## src/rtl/tabla_scanner_pkg.sv

```systemverilog
// Shared definitions for the truth-table scanner and its benches.
// No logic: state encoding and expected truth tables per lab exercise.
// Expected tables: bit i = Y for ABC == i, with A as the MSB of the select vector.
package tabla_scanner_pkg;

    // Scanner FSM state encoding
    typedef enum logic [1:0] {
        ST_IDLE   = 2'd0,
        ST_SETTLE = 2'd1,
        ST_SAMPLE = 2'd2,
        ST_DONE   = 2'd3
    } state_t;

    localparam int SETTLE_DEFAULT = 2;

    // 3-input XOR (odd parity): Y = A ^ B ^ C
    localparam logic [7:0] TABLE_XOR3   = 8'b1001_0110;
    // tabla1: Y = A & B (rows 6 and 7 high)
    localparam logic [7:0] TABLE_TABLA1 = 8'b1100_0000;

endpackage

```

## src/rtl/settle_timer.sv

```systemverilog
// Settle-time down counter: load SETTLE-1, decrement to zero, flag zero.
// Latency: o_zero reflects the registered count, so it updates one edge after load/dec.
// No backpressure: i_load wins over i_dec, and the count saturates at zero.
module settle_timer #(
    parameter int SETTLE = 2
) (
    input  logic i_clk,
    input  logic i_reset,
    input  logic i_load,
    input  logic i_dec,
    output logic o_zero
);

    localparam int W = (SETTLE > 1) ? $clog2(SETTLE) : 1;
    localparam logic [W-1:0] LOAD_VAL = W'(SETTLE - 1);

    logic [W-1:0] r_cnt;

    // Load on request, otherwise count down while enabled and not yet at zero
    always_ff @(posedge i_clk) begin
        if (i_reset) begin
            r_cnt <= '0;
        end else if (i_load) begin
            r_cnt <= LOAD_VAL;
        end else if (i_dec && (r_cnt != '0)) begin
            r_cnt <= r_cnt - W'(1);
        end
    end

    assign o_zero = (r_cnt == '0);

endmodule

```

## src/rtl/tabla_scanner.sv

```systemverilog
// Walks every ABC select vector into a mux-based function, samples Y, checks the table.
// Latency: SETTLE+1 cycles per vector; done rises 2**N_IN*(SETTLE+1) edges after start.
// No backpressure: start is ignored while busy and is never queued.
module tabla_scanner
    import tabla_scanner_pkg::*;
#(
    parameter int                  N_IN     = 3,
    parameter int                  SETTLE   = SETTLE_DEFAULT,
    parameter logic [2**N_IN-1:0]  EXPECTED = TABLE_XOR3
) (
    input  logic                 i_clk,
    input  logic                 i_reset,
    input  logic                 i_start,
    input  logic                 i_y_in,
    output logic [N_IN-1:0]      o_abc_out,
    output logic                 o_busy,
    output logic                 o_done,
    output logic [2**N_IN-1:0]   o_table_out,
    output logic                 o_match,
    output logic [N_IN-1:0]      o_first_err
);

    localparam int              ROWS     = 2**N_IN;
    localparam logic [N_IN-1:0] LAST_IDX = N_IN'(ROWS - 1);

    state_t            r_state;
    logic [N_IN-1:0]   r_idx;
    logic [ROWS-1:0]   r_table;
    logic              r_busy;
    logic              r_done;
    logic              r_match;
    logic [N_IN-1:0]   r_first_err;

    logic              w_accept;
    logic              w_last;
    logic              w_timer_load;
    logic              w_timer_dec;
    logic              w_settled;
    logic [ROWS-1:0]   w_final_table;
    logic [ROWS-1:0]   w_diff;
    logic [N_IN-1:0]   w_first_err;
    logic              w_match;

    // A new scan is only accepted when no scan is running
    assign w_accept     = i_start && ((r_state == ST_IDLE) || (r_state == ST_DONE));
    assign w_last       = (r_idx == LAST_IDX);
    assign w_timer_load = w_accept || ((r_state == ST_SAMPLE) && !w_last);
    assign w_timer_dec  = (r_state == ST_SETTLE);

    settle_timer #(
        .SETTLE (SETTLE)
    ) u_settle_timer (
        .i_clk   (i_clk),
        .i_reset (i_reset),
        .i_load  (w_timer_load),
        .i_dec   (w_timer_dec),
        .o_zero  (w_settled)
    );

    // Table as it will look after the current sample lands, so the final
    // compare includes the last row captured on the same edge
    always_comb begin
        w_final_table        = r_table;
        w_final_table[r_idx] = i_y_in;
    end

    assign w_diff  = w_final_table ^ EXPECTED;
    assign w_match = (w_diff == '0);

    // Priority encode: scan downwards so the lowest mismatching row wins
    always_comb begin
        w_first_err = '0;
        for (int i = ROWS - 1; i >= 0; i--) begin
            if (w_diff[i]) begin
                w_first_err = N_IN'(i);
            end
        end
    end

    // Scan FSM with index counter, capture register and registered results
    always_ff @(posedge i_clk) begin
        if (i_reset) begin
            r_state     <= ST_IDLE;
            r_idx       <= '0;
            r_table     <= '0;
            r_busy      <= 1'b0;
            r_done      <= 1'b0;
            r_match     <= 1'b0;
            r_first_err <= '0;
        end else begin
            case (r_state)
                ST_IDLE, ST_DONE: begin
                    if (i_start) begin
                        r_state <= ST_SETTLE;
                        r_idx   <= '0;
                        r_table <= '0;
                        r_busy  <= 1'b1;
                        r_done  <= 1'b0;
                    end
                end
                ST_SETTLE: begin
                    if (w_settled) begin
                        r_state <= ST_SAMPLE;
                    end
                end
                ST_SAMPLE: begin
                    r_table <= w_final_table;
                    if (!w_last) begin
                        r_idx   <= r_idx + N_IN'(1);
                        r_state <= ST_SETTLE;
                    end else begin
                        r_state     <= ST_DONE;
                        r_busy      <= 1'b0;
                        r_done      <= 1'b1;
                        r_match     <= w_match;
                        r_first_err <= w_first_err;
                    end
                end
                default: begin
                    r_state <= ST_IDLE;
                end
            endcase
        end
    end

    assign o_abc_out   = r_idx;
    assign o_busy      = r_busy;
    assign o_done      = r_done;
    assign o_table_out = r_table;
    assign o_match     = r_match;
    assign o_first_err = r_first_err;

endmodule

```

## config.mk

```make
export PLATFORM = sky130hd
export DESIGN_NAME = tabla_scanner
export DESIGN_NICKNAME = d
export VERILOG_FILES = /design/src/rtl/tabla_scanner_pkg.sv /design/src/rtl/settle_timer.sv /design/src/rtl/tabla_scanner.sv
export SDC_FILE = /design/constraint.sdc
export NUM_CORES = 1
export LEC_CHECK = 0
export ABC_AREA = 0
export CORE_ASPECT_RATIO = 1.1
export CORE_UTILIZATION = 54
export CTS_BUF_LIST = sky130_fd_sc_hd__clkbuf_2
export CTS_CLUSTER_SIZE = 10
export DETAILED_ROUTE_END_ITERATION = 12
export PLACE_DENSITY = 0.87
export SETUP_SLACK_MARGIN = 0.2
export SYNTH_ARGS = -nofsm -noshare
export SYNTH_HDL_FRONTEND = slang
export SYNTH_SLANG_ARGS = --single-unit
```

## constraint.sdc

```tcl
create_clock -name i_clk -period 1.7 [get_ports i_clk]
set_input_delay 0.425 -clock i_clk [delete_from_list [all_inputs] [get_ports i_clk]]
set_output_delay 0.425 -clock i_clk [all_outputs]
set_load 0.005 [all_outputs]
```

==> results of run 1 <==
[metal layers]
metal | GRT overflow | global-route usage
met1 | 0 | 0.765
met2 | 29 | 0.972
met3 | 0 | 0.431
met4 | 26 | 0.919
met5 | 0 | 0
[through the flow]
step	cell area [µm²]	setup WS, ns
4_1_cts	1800	0.0707
3_5_place_dp	1580	-0.297
3_3_place_gp	1580	-0.245
2_1_floorplan	1210	0.200
[synthesized netlist by cell type, drive strengths merged (2+ instances only)]
library cell / number / share of area
inv: 6 / 0.019
ha: 4 / 0.042
mux2i: 7 / 0.058
nor2b: 5 / 0.028
a21oi: 22 / 0.091
buf: 5 / 0.028
nand2b: 2 / 0.010
dfxtp: 20 / 0.33
a22o: 3 / 0.022
o21ai: 11 / 0.049
nand2: 14 / 0.044
a22oi: 4 / 0.025
a31oi: 2 / 0.010
and2: 2 / 0.010
nor3: 2 / 0.0083
nand3: 2 / 0.0083
nand3b: 2 / 0.012
nor3b: 4 / 0.033
clkbuf: 3 / 0.0094
nor2: 22 / 0.069
[cell families after synthesis]
group / after synthesis / synth area share
and+or+nand+nor: 60 / 0.260
buffers and inverters: 14 / 0.0561
muxes: 8 / 0.0676
AOI/OAI and AO/OA: 48 / 0.242
DFF: 20 / 0.333
adders and majority gates: 4 / 0.0416
[timing repair]
action | 4_1_cts
resized for setup | 52
endpoints found under the setup margin | 33
pin swaps | 1
setup buffers | 16
==> results by group, run 1 <==
Logic synthesis
  • Synthesis warning total: 0
  • FF+latch count, synth: 20
  • Syn_area_per_cell: 7.82 µm²
  • Async SR Flop Fraction: 0
  • Sequential fraction of the synthesis area: 0.333
  • Top FF cell, synth: dfxtp_1
  • Netlist Area Pre-Place: 1200 µm²
  • Distinct cells, synth: 38
  • Syn Inst Count: 154
  • Post-synth EDFFs: 0
  • Synth Net Count: 162

Clock tree
  • Hold-fix buffers, CTS: 0
  • Clock Path Buffers: 2
  • Num CTS Buffers: 3
  • Clock root buffer: clkbuf_2
  • H-tree level count: 1
  • Clk sinks: 20

GRT
  • GR Util All Layers: 0.764
  • Total gr overflow: 55
  • Pin count of the biggest net entering global routing: 16

Status
  • Log Error: [ERROR GRT-0232] Routing congestion too high. Check the congestion heatmap in the GUI.
  • Status: aborted with a tool error
  • Stopping stage: global routing (5_1_grt)

STA
  • Worst setup endpoint GRT: o_table_out[1]$_SDFFE_PP0P_/D
  • Worst ep type: register input

Floorplanning
  • Die Span Y: 51.5 µm
  • IO Pins: 21
  • Effective utilization at floorplan: 0.583
  • Site Rows: 17
  • Die width: 47.0 µm

Placed design
  • Port bufs: 20
  • Placed instance count: 216
  • Placer congestion estimate: 0.875
  • Final HPWL DP: 2420 µm
==> run 2: changes to the inputs <==
CORE_AREA = 2 2 63 65   (was default)
CORE_ASPECT_RATIO = default   (was 1.1)
CORE_UTILIZATION = default   (was 54)
CTS_BUF_LIST = default   (was sky130_fd_sc_hd__clkbuf_2)
CTS_CLUSTER_SIZE = default   (was 10)
DIE_AREA = 0 0 65 67   (was default)
PLACE_DENSITY = default   (was 0.87)
PLACE_DENSITY_LB_ADDON = 0.15   (was default)
SETUP_SLACK_MARGIN = default   (was 0.2)
==> run 2 against run 1 <==
Compared with the run above: the run now ends clean; area after synthesis is the same; synthesized cell count is the same.
==> results by group, run 2 <==
Status
  • Status: completed

Placed design
  • Final HPWL DP: 2470 µm (+1.9%)
  • Placer congestion estimate: 0.804 (-8.1%)
  • Placed instance count: 244 (+13%)
  • DP Area: 1640 µm² (+4.3%)
  • Port bufs: 20 (unchanged)

GRT
  • GR Util All Layers: 0.162
  • First-pass GRT wire length: 5590 µm
  • Antenna violations before repair: 0
  • Pin count of the biggest net entering global routing: 16
  • Total gr overflow: 0
  • Vias in the first global route: 1,274

Setup path
  • CP max stage delay: 0.54 ns
  • WS Path Type: reg2out
  • WP data required: 1.27 ns
  • CP endpoint kind: output port
  • CP max-delay cell: clkdlybuf4s50_1
  • Cell family with most CP delay: buffers and inverters
  • CP Launch Type: flip-flop
  • Critical Path AT: 1.21 ns
  • Sequence of cells on the critical path: clkdlybuf4s50_1
  • Worst path buffer plus inverter count: 1
  • CP Max Fanout: 6

Final layout
  • Layout cells sized above 1: 0.260
  • Ant diodes: 0
  • Nets: 210
  • Area grow syn2layout: 45.7%
  • Max reg flops: 8
  • Most frequent cells in the layout: 28 x buf_4, 22 x nor2_1, 21 x a21oi_1
  • Final cell count without fillers: 248
  • Filler cells: 378
  • Commonest non-fill, non-tap cell in the layout: buf_4
  • Fin area: 1750 µm²

Logic synthesis
  • Post-synth EDFFs: 0 (unchanged)
  • FF+latch count, synth: 20 (unchanged)
  • Async SR Flop Fraction: 0 (unchanged)
  • Top FF cell, synth: dfxtp_1
  • Netlist Area Pre-Place: 1200 µm² (unchanged)
  • Distinct cells, synth: 38 (unchanged)
  • Syn Inst Count: 154 (unchanged)
  • Syn_area_per_cell: 7.82 µm² (unchanged)
  • Synth area leader: dfxtp_1
  • Top cells by area, synth: dfxtp_1 33%, a21oi_1 9.1%, nor2_1 6.9%, mux2i_1 5.8%, nand2_1 4.4%
  • Most instantiated cells after synthesis: 22 x a21oi_1, 22 x nor2_1, 20 x dfxtp_1, 14 x nand2_1, 7 x mux2i_1
  • Post-synth top area share: 0.333 (unchanged)
  • Synthesis warning total: 0 (unchanged)
  • Synth Net Count: 162 (unchanged)
  • Sequential fraction of the synthesis area: 0.333 (unchanged)

Detailed routing
  • Routed met1 length: 1420 µm
  • Drc violations: 0
  • Final WL: 3140 µm
  • Met3 Wirelength: 59 µm
  • Vias/cell: 5.02
  • DR top layer: met4
  • DRT Pass-1 Iters: 4
  • 1st-iter DRT viols: 54
  • Routed len/inst: 12.7 µm
  • DR WL met2: 1640 µm
  • Vias: 1,245
  • Antenna Nets Post-Route: 0

STA
  • Setup TNS: 0 ns
  • Skew final: 0.00233 ns
  • Hold Fails Final Rpt: 0
  • Crit share post-route: 0.959
  • Max frequency: 613 MHz
  • Setup violations, final: 0
  • Slew Limit Fails: 0
  • RSZ-0062 raised after global routing: yes
  • Slew headroom: 0.730
  • Slew @ Worst Pin: 0.394 ns
  • Final worst path period need: 1.63 ns

Clock tree
  • Clock root buffer: clkbuf_8
  • Worst-path clk slew: 0.07 ns
  • CTS tree: done
  • Num CTS Buffers: 3 (unchanged)
  • H-tree level count: 1 (unchanged)
  • Clock Path Buffers: 2 (unchanged)
  • Hold-fix buffers, CTS: 0 (unchanged)
  • Clock latency on the worst-skew pair: 0.25 ns
  • Clk sinks: 20 (unchanged)

Power and ir drop
  • Peak supply drop: 265 µV
  • Pwr dens: 570 nW/µm²
  • Leak: 0.741 nW

Run
  • Max cap viols: 0

Floorplanning
  • Core Area: 3610 µm²
  • Die Span Y: 67 µm (+30%)
  • IO Pins: 21 (unchanged)
  • Effective utilization at floorplan: 0.334 (-0.250)
  • Die width: 65 µm (+38%)
  • Die Area: 4360 µm²
  • Site Rows: 22 (+5)

Min path
  • Hold Crit Class: reg2reg
-- run 2: cell counts after synthesis --
No cell type changed its count.
-- run 2: cell families (layout without fill, tap and decap cells) --
group | Yosys count | count (layout) | synth area share
AO/OA/AOI/OAI | 48 | 48 | 0.242
adder cells (fa/ha/maj) | 4 | 4 | 0.0416
buffers and inverters | 14 | 60 | 0.0561
flip-flops | 20 | 20 | 0.333
AND/OR/NAND/NOR | 60 | 60 | 0.260
multiplexers | 8 | 8 | 0.0676
-- run 2: path summary, 6_finish.rpt --
path,to,start,slack (ns),cells after the start
worst max-delay path,o_table_out[7],o_table_out[7]$_SDFFE_PP0P_,0.07,1
worst min-delay path,o_first_err[2]$_SDFFE_PP0P_,o_first_err[2]$_SDFFE_PP0P_,0.46,2
worst max register to register,o_abc_out[0]$_SDFFE_PP0P_,o_abc_out[0]$_SDFFE_PP0P_,0.09,8
worst min register to register,o_first_err[2]$_SDFFE_PP0P_,o_first_err[2]$_SDFFE_PP0P_,0.46,2
-- run 2: cell type report --
cell class                      count  area [µm²]  area share
Sequential cell                    20         413       0.235
Timing Repair Buffer               51         447       0.255
Tap cell                           48        60.1      0.0342
Clock buffer                        3        41.3      0.0235
Multi-Input combinational cell    120         771       0.439
Inverter                            6        22.5      0.0128
-- run 2: per-stage QoR --
step                       util  hold slack [ns]  worst slack (ns)  power (mW)
final                     0.486            0.457            0.0697        1.00
after global routing      0.486            0.486          -0.00640        1.06
after CTS                 0.473            0.460           0.00160       0.999
after detailed placement  0.456            0.450            -0.349       0.697
after global placement    0.456            0.450            -0.316       0.693
after floorplan               -            0.453             0.137       0.606
-- run 2: routing by layer --
metal / vias to the layer above / global-route usage
met5: - / 0
li1: 642 / -
met1: 591 / 0.190
met3: 2 / 0.0236
met4: 0 / 0.0319
met2: 10 / 0.309
-- run 2: where the power goes --
group	internal, mW	switching [mW]	leakage, nW
Sequential	0.477	0.0111	0.165
Combinational	0.0980	0.106	0.555
Clock	0.157	0.150	0.0216
Total	0.732	0.268	0.741
-- run 2: tightest hold or removal path: stages (launching register included) --
cell     delay, ns
dfxtp_1       0.31
nand2_1       0.05
a21oi_1       0.05
-- run 2: repair_timing --
item	4_1_cts	5_1_grt
pin swaps	0	1
setup buffers	1	0
resized for setup	9	14
setup endpoints to repair	7	16
Power figures use the tool's default switching activity.
==> run 3: changes to the inputs <==
--- a/constraint.sdc
+++ b/constraint.sdc
@@ -3,2 +3,2 @@
 set_output_delay 0.425 -clock i_clk [all_outputs]
-set_load 0.005 [all_outputs]
+set_load 0.01 [all_outputs]
==> run 3 against run 2 <==
Compared with the run above: sequential cell count is the same; die area unchanged; combinational power is 9% higher; clock-buffer cell count unchanged.
==> results by group, run 3 (synthesis results as in run 2) <==
Setup path
  • Worst path buffer plus inverter count: 1 (unchanged)
  • CP max stage delay: 0.55 ns (about the same)
  • Cell family with most CP delay: buffers and inverters
  • Critical Path AT: 1.24 ns (+0.03 ns)
  • R2R Path End: o_first_err[1]$_SDFFE_PP0P_
  • WP data required: 1.27 ns (about the same)
  • CP Max Fanout: 11 (+5)
  • FF-to-FF setup slack: 0.04 ns (-0.05 ns)
  • FF-to-FF Start: o_abc_out[2]$_SDFFE_PP0P_
  • CP max-delay cell: clkdlybuf4s50_1
  • CP Launch Type: flip-flop
  • CP endpoint kind: output port
  • Sequence of cells on the critical path: clkdlybuf4s50_1
  • Worst Reg-to-Reg Cells: 6 (-2)
  • WS Path Type: reg2out

Placed design
  • Port bufs: 20 (unchanged)
  • DP Area: 1650 µm² (+0.46%)
  • Placed instance count: 245 (+0.41%)
  • Final HPWL DP: 2550 µm (+3.5%)
  • Pre-CTS WS: -0.270 ns (+0.0794 ns)
  • Placer congestion estimate: 0.809 (+0.65%)

Clock tree
  • Clock Path Buffers: 2 (unchanged)
  • H-tree level count: 1 (unchanged)
  • Worst-path clk slew: 0.08 ns (about the same)
  • Clk sinks: 20 (unchanged)
  • Clock root buffer: clkbuf_8
  • Clock latency on the worst-skew pair: 0.26 ns (about the same)
  • CTS tree: done
  • Num CTS Buffers: 3 (unchanged)

Detailed routing
  • DRT Pass-1 Iters: 4 (unchanged)
  • Vias: 1,280 (+2.8%)
  • Final WL: 3330 µm (+5.9%)
  • Drc violations: 0 (unchanged)
  • Antenna Nets Post-Route: 0 (unchanged)
  • Vias/cell: 5.12 (+2.0%)
  • 1st-iter DRT viols: 70 (+30%)
  • Routed len/inst: 13.3 µm (+5.0%)

STA
  • Hold Fails Final Rpt: 0 (unchanged)
  • Max frequency: 600 MHz (-2.1%)
  • Crit share post-route: 0.980 (+0.0210)
  • Setup TNS: 0 ns (unchanged)
  • Final worst-path setup slack: 0.0340 ns (-0.0357 ns)
  • Final worst path period need: 1.67 ns (+0.0357 ns)
  • Slew @ Worst Pin: 0.313 ns (-0.0807 ns)
  • Skew final: 0.00125 ns (-0.00109 ns)
  • Slew Limit Fails: 0 (unchanged)
  • RSZ-0062 raised after global routing: yes
  • Setup violations, final: 0 (unchanged)
  • Slew headroom: 0.791 (+0.0608)

Floorplanning
  • Site Rows: 22 (unchanged)
  • Effective utilization at floorplan: 0.334 (unchanged)
  • IO Pins: 21 (unchanged)
  • Die Span Y: 67 µm (unchanged)
  • Core Area: 3610 µm² (unchanged)
  • Die width: 65 µm (unchanged)
  • Die Area: 4360 µm² (unchanged)

Power and ir drop
  • Pwr dens: 577 nW/µm² (+1.2%)
  • Peak supply drop: 255 µV (-3.5%)
  • Leak: 0.743 nW (+0.22%)
  • Total power: 1.03 mW (+3.2%)

Final layout
  • Max reg flops: 8 (unchanged)
  • Commonest non-fill, non-tap cell in the layout: buf_4
  • Filler cells: 365 (-3.4%)
  • Area grow syn2layout: 48.6%
  • Most frequent cells in the layout: 33 x buf_4, 22 x nor2_1, 21 x a21oi_1
  • Final cell count without fillers: 250 (+0.81%)
  • Nets: 212 (+0.95%)
  • Fin area: 1790 µm² (+2.0%)
  • Layout cells sized above 1: 0.297 (+0.0370)
  • Ant diodes: 0 (unchanged)

GRT
  • Vias in the first global route: 1,358 (+6.6%)
  • Total gr overflow: 0 (unchanged)
  • Antenna violations before repair: 0 (unchanged)
  • First-pass GRT wire length: 5930 µm (+6.2%)
  • Pin count of the biggest net entering global routing: 12 (-4)
  • GR Util All Layers: 0.174 (+0.0121)

Run
  • Max cap viols: 0 (unchanged)

Min path
  • Hold Crit Class: reg2reg
  • Min-delay src: o_first_err[2]$_SDFFE_PP0P_
  • Hold endpoint: o_first_err[2]$_SDFFE_PP0P_
  • Hold path cells: 2 (unchanged)

Status
  • Status: completed
## run 3: metal layers
metal / share of wire / global-route usage / vias to the layer above
li1: - / - / 650
met1: 0.45 / 0.209 / 602
met2: 0.51 / 0.317 / 21
met3: 0.027 / 0.0220 / 7
met4: 0.011 / 0.0585 / 0
met5: 0 / 0 / -
## run 3: timing repair
action	CTS	global route
buffers inserted	0	2
resized for setup	7	20
setup endpoints to repair	12	20
hold buffers	0	0
pin swaps	0	0
## run 3: final cells by class
| type | count | area, µm² | area share |
|---|---|---|---|
| Multi-Input combinational cell | 120 | 798 | 0.446 |
| Timing Repair Buffer | 53 | 452 | 0.252 |
| Sequential cell | 20 | 415 | 0.232 |
| Tap cell | 48 | 60.1 | 0.0336 |
| Clock buffer | 3 | 41.3 | 0.0231 |
| Inverter | 6 | 22.5 | 0.0126 |
## run 3: how the worst max path moves through the flow
stage | startpoint | end | slack, ns | cells after the start
finish | o_abc_out[0]$_SDFFE_PP0P_ | o_abc_out[0] | 0.03 | 1
CTS | o_abc_out[2]$_SDFFE_PP0P_ | o_abc_out[2] | 0.005 | 1
global route | o_abc_out[2]$_SDFFE_PP0P_ | o_first_err[1]$_SDFFE_PP0P_ | -0.02 | 6
floorplan | o_abc_out[0]$_SDFFE_PP0P_ | o_first_err[2]$_SDFFE_PP0P_ | 0.09 | 6
global placement | i_y_in | o_first_err[2]$_SDFFE_PP0P_ | -0.27 | 5
detailed placement | i_y_in | o_first_err[1]$_SDFFE_PP0P_ | -0.27 | 6
## run 3: metrics by stage
| step | hold slack, ns | utilization |
|---|---|---|
| floorplan | 0.467 | - |
| global placement | 0.451 | 0.458 |
| detailed placement | 0.453 | 0.458 |
| CTS | 0.464 | 0.472 |
| global route | 0.493 | 0.496 |
| finish | 0.457 | 0.496 |
## run 3: where the power goes
| part | total [mW] | internal, mW | switching, mW |
|---|---|---|---|
| clock network | 0.320 | 0.158 | 0.162 |
| logic | 0.222 | 0.108 | 0.113 |
| registers | 0.490 | 0.477 | 0.0133 |
| total | 1.03 | 0.743 | 0.289 |
==> variant 1 (config.mk and constraints of run 3) <==
Put one more register stage on the output `o_table_out`, without a reset. The value now appears one clock later. The other outputs are not delayed to match.
--- a/src/rtl/tabla_scanner.sv
+++ b/src/rtl/tabla_scanner.sv
@@ -126,7 +126,9 @@
     assign o_abc_out   = r_idx;
     assign o_busy      = r_busy;
     assign o_done      = r_done;
-    assign o_table_out = r_table;
+    always_ff @(posedge i_clk) begin
+        o_table_out <= r_table;
+    end
     assign o_match     = r_match;
     assign o_first_err = r_first_err;
 
Formal check against the unedited RTL: not equivalent (Yosys sat finds a counterexample within 10 cycles, from zero or initial values and one cycle with i_reset high).
==> variant 1 against run 3 <==
Synthesized cell count grew 5.8%; core utilization grew 7.8 points; wire length grew 14%; sequential cell count up 8; total power up 27%; worst setup slack worse by 0.013 ns; area after synthesis increased by 16%; maximum frequency shrank 0.75%; non-clock buffer count increased by 7; cell area increased by 16%; critical path type is now flip-flop to flip-flop; largest power group unchanged; highest routed layer unchanged.
==> variant 1: results (changes against run 3) <==
{| class="wikitable"
! Metric !! Value
|-
| Buffering overhead || 24.64% (was 25.24%)
|-
| Run status || completed (unchanged)
|-
| First DRT Iteration DRCs || 61 (was 70)
|-
| Cell family contributing the most delay on the critical path || simple AND/OR/NAND/NOR gates (was buffers and inverters)
|-
| Syn Nets || 171 (was 162)
|-
| Data arrival, critical path || 1.89 ns (was 1.24 ns)
|-
| Slew headroom || 79.57% (was 79.07%)
|-
| Pin count of the biggest net entering global routing || 16 (was 12)
|-
| Final weighted congestion in routability-driven placement || 0.9034 (was 0.8092)
|-
| Clock buffer cells || 4 (was 3)
|-
| Largest stage delay on the critical path || 0.51 ns (was 0.55 ns)
|-
| Clock skew after layout || 0.001440 ns (was 0.001245 ns)
|-
| Per-cell routed wire length || 14.36 µm (was 13.30 µm)
|-
| Most frequent cells after synthesis || 28 x dfxtp_1, 26 x nor2_1, 14 x a21oi_1 (was 22 x a21oi_1, 22 x nor2_1, 20 x dfxtp_1)
|-
| Overall power of the completed layout || 1313 µW (was 1032 µW)
|-
| Vias in the first global route || 1359 (was 1358)
|-
| Clock Sink Count || 28 (was 20)
|-
| Layout fillers || 323 (was 365)
|-
| Proportion of layout cells with a drive suffix above 1 || 32.26% (was 29.70%)
|-
| Comb power frac || 16.9% (was 21.5%)
|-
| Peak fanout along the critical path || 8 (was 11)
|-
| P_leak || 0.0008532 µW (was 0.0007429 µW)
|-
| Final HPWL DP || 2641 µm (was 2555 µm)
|-
| Global-route wire length before repair || 6085 µm (was 5934 µm)
|-
| Clock network area share || 2.657% (was 2.308%)
|-
| Seq group || 677 µW (was 490 µW)
|-
| Netlist cell types || 43 (was 38)
|-
| Cell internal power dissipation || 982.7 µW (was 743.1 µW)
|-
| Total placed instance area || 0.001862 mm² (was 0.001652 mm²)
|}
-- variant 1: logic make-up (layout without fill, tap and decap cells) --
logic type	after synthesis	in the layout	share of synthesized area, %
mux	9	9	7.616
simple gates	64	64	23.12
fa+ha+maj	4	4	3.584
flops	28	28	40.14
compound gates	43	43	20.52
buf+inv	15	69	5.018
-- variant 1: path summary, 6_finish.rpt --
path	from	cells past startpoint	slack (ns)	to
setup / recovery	o_abc_out[2]	6	0.02	o_match
hold / removal	r_table[2]	0	0.39	o_table_out[2]
setup reg to reg	o_abc_out[2]	6	0.02	o_match
hold reg to reg	r_table[2]	0	0.39	o_table_out[2]
-- variant 1: layer usage --
metal | routed length (µm) | up-vias | GRT usage, %
li1 | - | 694 | -
met1 | 1624 | 636 | 22.50
met2 | 1909 | 38 | 31.70
met3 | 191 | 6 | 4.392
met4 | 78 | 0 | 3.191
met5 | 0 | - | 0
-- variant 1: what timing repair did --
| action | CTS | global route |
|---|---|---|
| hold endpoints to repair | 0 | 0 |
| setup endpoints to repair | 5 | 12 |
| gates cloned | 0 | 0 |
| setup buffers | 4 | 2 |
| resized for setup | 13 | 21 |
| pin swaps | 1 | 5 |
-- variant 1: metrics by stage --
| stage | hold WS [ns] | setup WS [ns] | utilization [%] | cells | TNS, ns |
|---|---|---|---|---|---|
| 2_1_floorplan | 0.3480 | 0.004269 | - | 163 | 0 |
| 3_3_place_gp | 0.3734 | -0.4174 | 51.63 | 255 | -2.258 |
| 3_5_place_dp | 0.3726 | -0.4787 | 51.63 | 255 | -2.648 |
| 4_1_cts | 0.3910 | 0.01571 | 54.51 | 263 | 0 |
| 5_1_grt | 0.4000 | -0.03684 | 57.46 | 265 | -0.06599 |
| 6_report | 0.3877 | 0.02153 | 57.46 | 265 | 0 |
==> variant 2 (config.mk and constraints of run 3) <==
Made on the original files. `SETTLE_DEFAULT`: 2 -> 8.
--- a/src/rtl/tabla_scanner_pkg.sv
+++ b/src/rtl/tabla_scanner_pkg.sv
@@ -11,7 +11,7 @@
         ST_DONE   = 2'd3
     } state_t;
 
-    localparam int SETTLE_DEFAULT = 2;
+    localparam int SETTLE_DEFAULT = 8;
 
     // 3-input XOR (odd parity): Y = A ^ B ^ C
     localparam logic [7:0] TABLE_XOR3   = 8'b1001_0110;
Behaviour: not the same (Yosys sat finds a counterexample within 10 cycles, from zero or initial values and one cycle with i_reset high).
==> variant 2 against run 3 <==
Wire length rose by 23%; area after synthesis rose by 22%; largest cell class unchanged; worst setup slack improved by 0.032 ns; die area did not move; critical path depth did not move; largest power group unchanged; sequential cell count rose by 2; total power rose by 43%; via count rose by 16%; cell area rose by 13%.
==> variant 2: results (changes against run 3) <==
{| class="wikitable"
! Metric !! Value
|-
| CP startpoint || o_table_out[5] (was o_abc_out[0])
|-
| Top cells by area in the synthesized netlist || dfxtp_1 30%, a21oi_1 7.9%, nor2_1 6.7% (was dfxtp_1 33%, a21oi_1 9.1%, nor2_1 6.9%)
|-
| Global-route wire length before repair || 6934 µm (was 5934 µm)
|-
| R2R depth || 7 (was 6)
|-
| Met2 wire length || 2006 µm (was 1699 µm)
|-
| Pin count of the biggest net entering global routing || 21 (was 12)
|-
| First DRT Iteration DRCs || 132 (was 70)
|-
| NumNets Final || 244 (was 212)
|-
| Peak supply drop || 434.0 µV (was 255.4 µV)
|-
| Worst slack after detailed placement || -0.3317 ns (was -0.2700 ns)
|-
| Total placed instance area || 0.001912 mm² (was 0.001652 mm²)
|-
| Clock skew after layout || 0.01438 ns (was 0.001245 ns)
|-
| Switching Fraction || 27.95% (was 27.98%)
|-
| Clock Sink Count || 22 (was 20)
|-
| Most frequent cells after synthesis || 26 x nor2_1, 23 x a21oi_1, 22 x dfxtp_1 (was 22 x a21oi_1, 22 x nor2_1, 20 x dfxtp_1)
|-
| Clock network area share || 3.521% (was 2.308%)
|-
| Portion of total power attributed to the clock network || 33.6% (was 31.0%)
|-
| Final weighted congestion in routability-driven placement || 0.8973 (was 0.8092)
|-
| Non-clk bufs || 52 (was 53)
|-
| Data arrival, critical path || 1.21 ns (was 1.24 ns)
|-
| Global-route track usage on met2 || 37.24% (was 31.70%)
|-
| Area Growth Syn to Fin || 38.38% (was 48.65%)
|-
| Final HPWL DP || 3160 µm (was 2555 µm)
|-
| Layout fillers || 354 (was 365)
|-
| P_leak || 0.0008026 µW (was 0.0007429 µW)
|-
| Buffering overhead || 22.79% (was 25.24%)
|-
| Share of synthesized area occupied by flip-flops and latches || 30.09% (was 33.26%)
|-
| Syn Nets || 199 (was 162)
|-
| Multi-input combinational cell count || 146 (was 120)
|-
| Run status || completed (unchanged)
|}
-- variant 2: how the worst min path moves through the flow --
stage	startpoint	depth (start not counted)	slack, ns	endpoint
2_1_floorplan	o_first_err[2]	2	0.48	o_first_err[2]
3_3_place_gp	o_first_err[2]	2	0.45	o_first_err[2]
3_5_place_dp	o_first_err[2]	2	0.45	o_first_err[2]
4_1_cts	o_match	2	0.47	o_match
5_1_grt	o_match	2	0.48	o_match
6_report	o_first_err[2]	2	0.47	o_first_err[2]
-- variant 2: cell families (layout without fill, tap and decap cells) --
family	Yosys count	after routing	synth area share (%)
AOI/OAI and AO/OA	57	57	26.58
xor gates and xnor gates	1	1	0.5984
adders and majority gates	7	7	5.983
buffers and inverters	20	64	7.350
DFF	22	22	30.09
muxes	3	3	2.393
and+or+nand+nor	78	78	27.01
-- variant 2: repair_timing --
item | CTS | global route
setup buffers | 0 | 0
resized for setup | 12 | 8
endpoints found under the setup margin | 8 | 17
pin swaps | 0 | 0
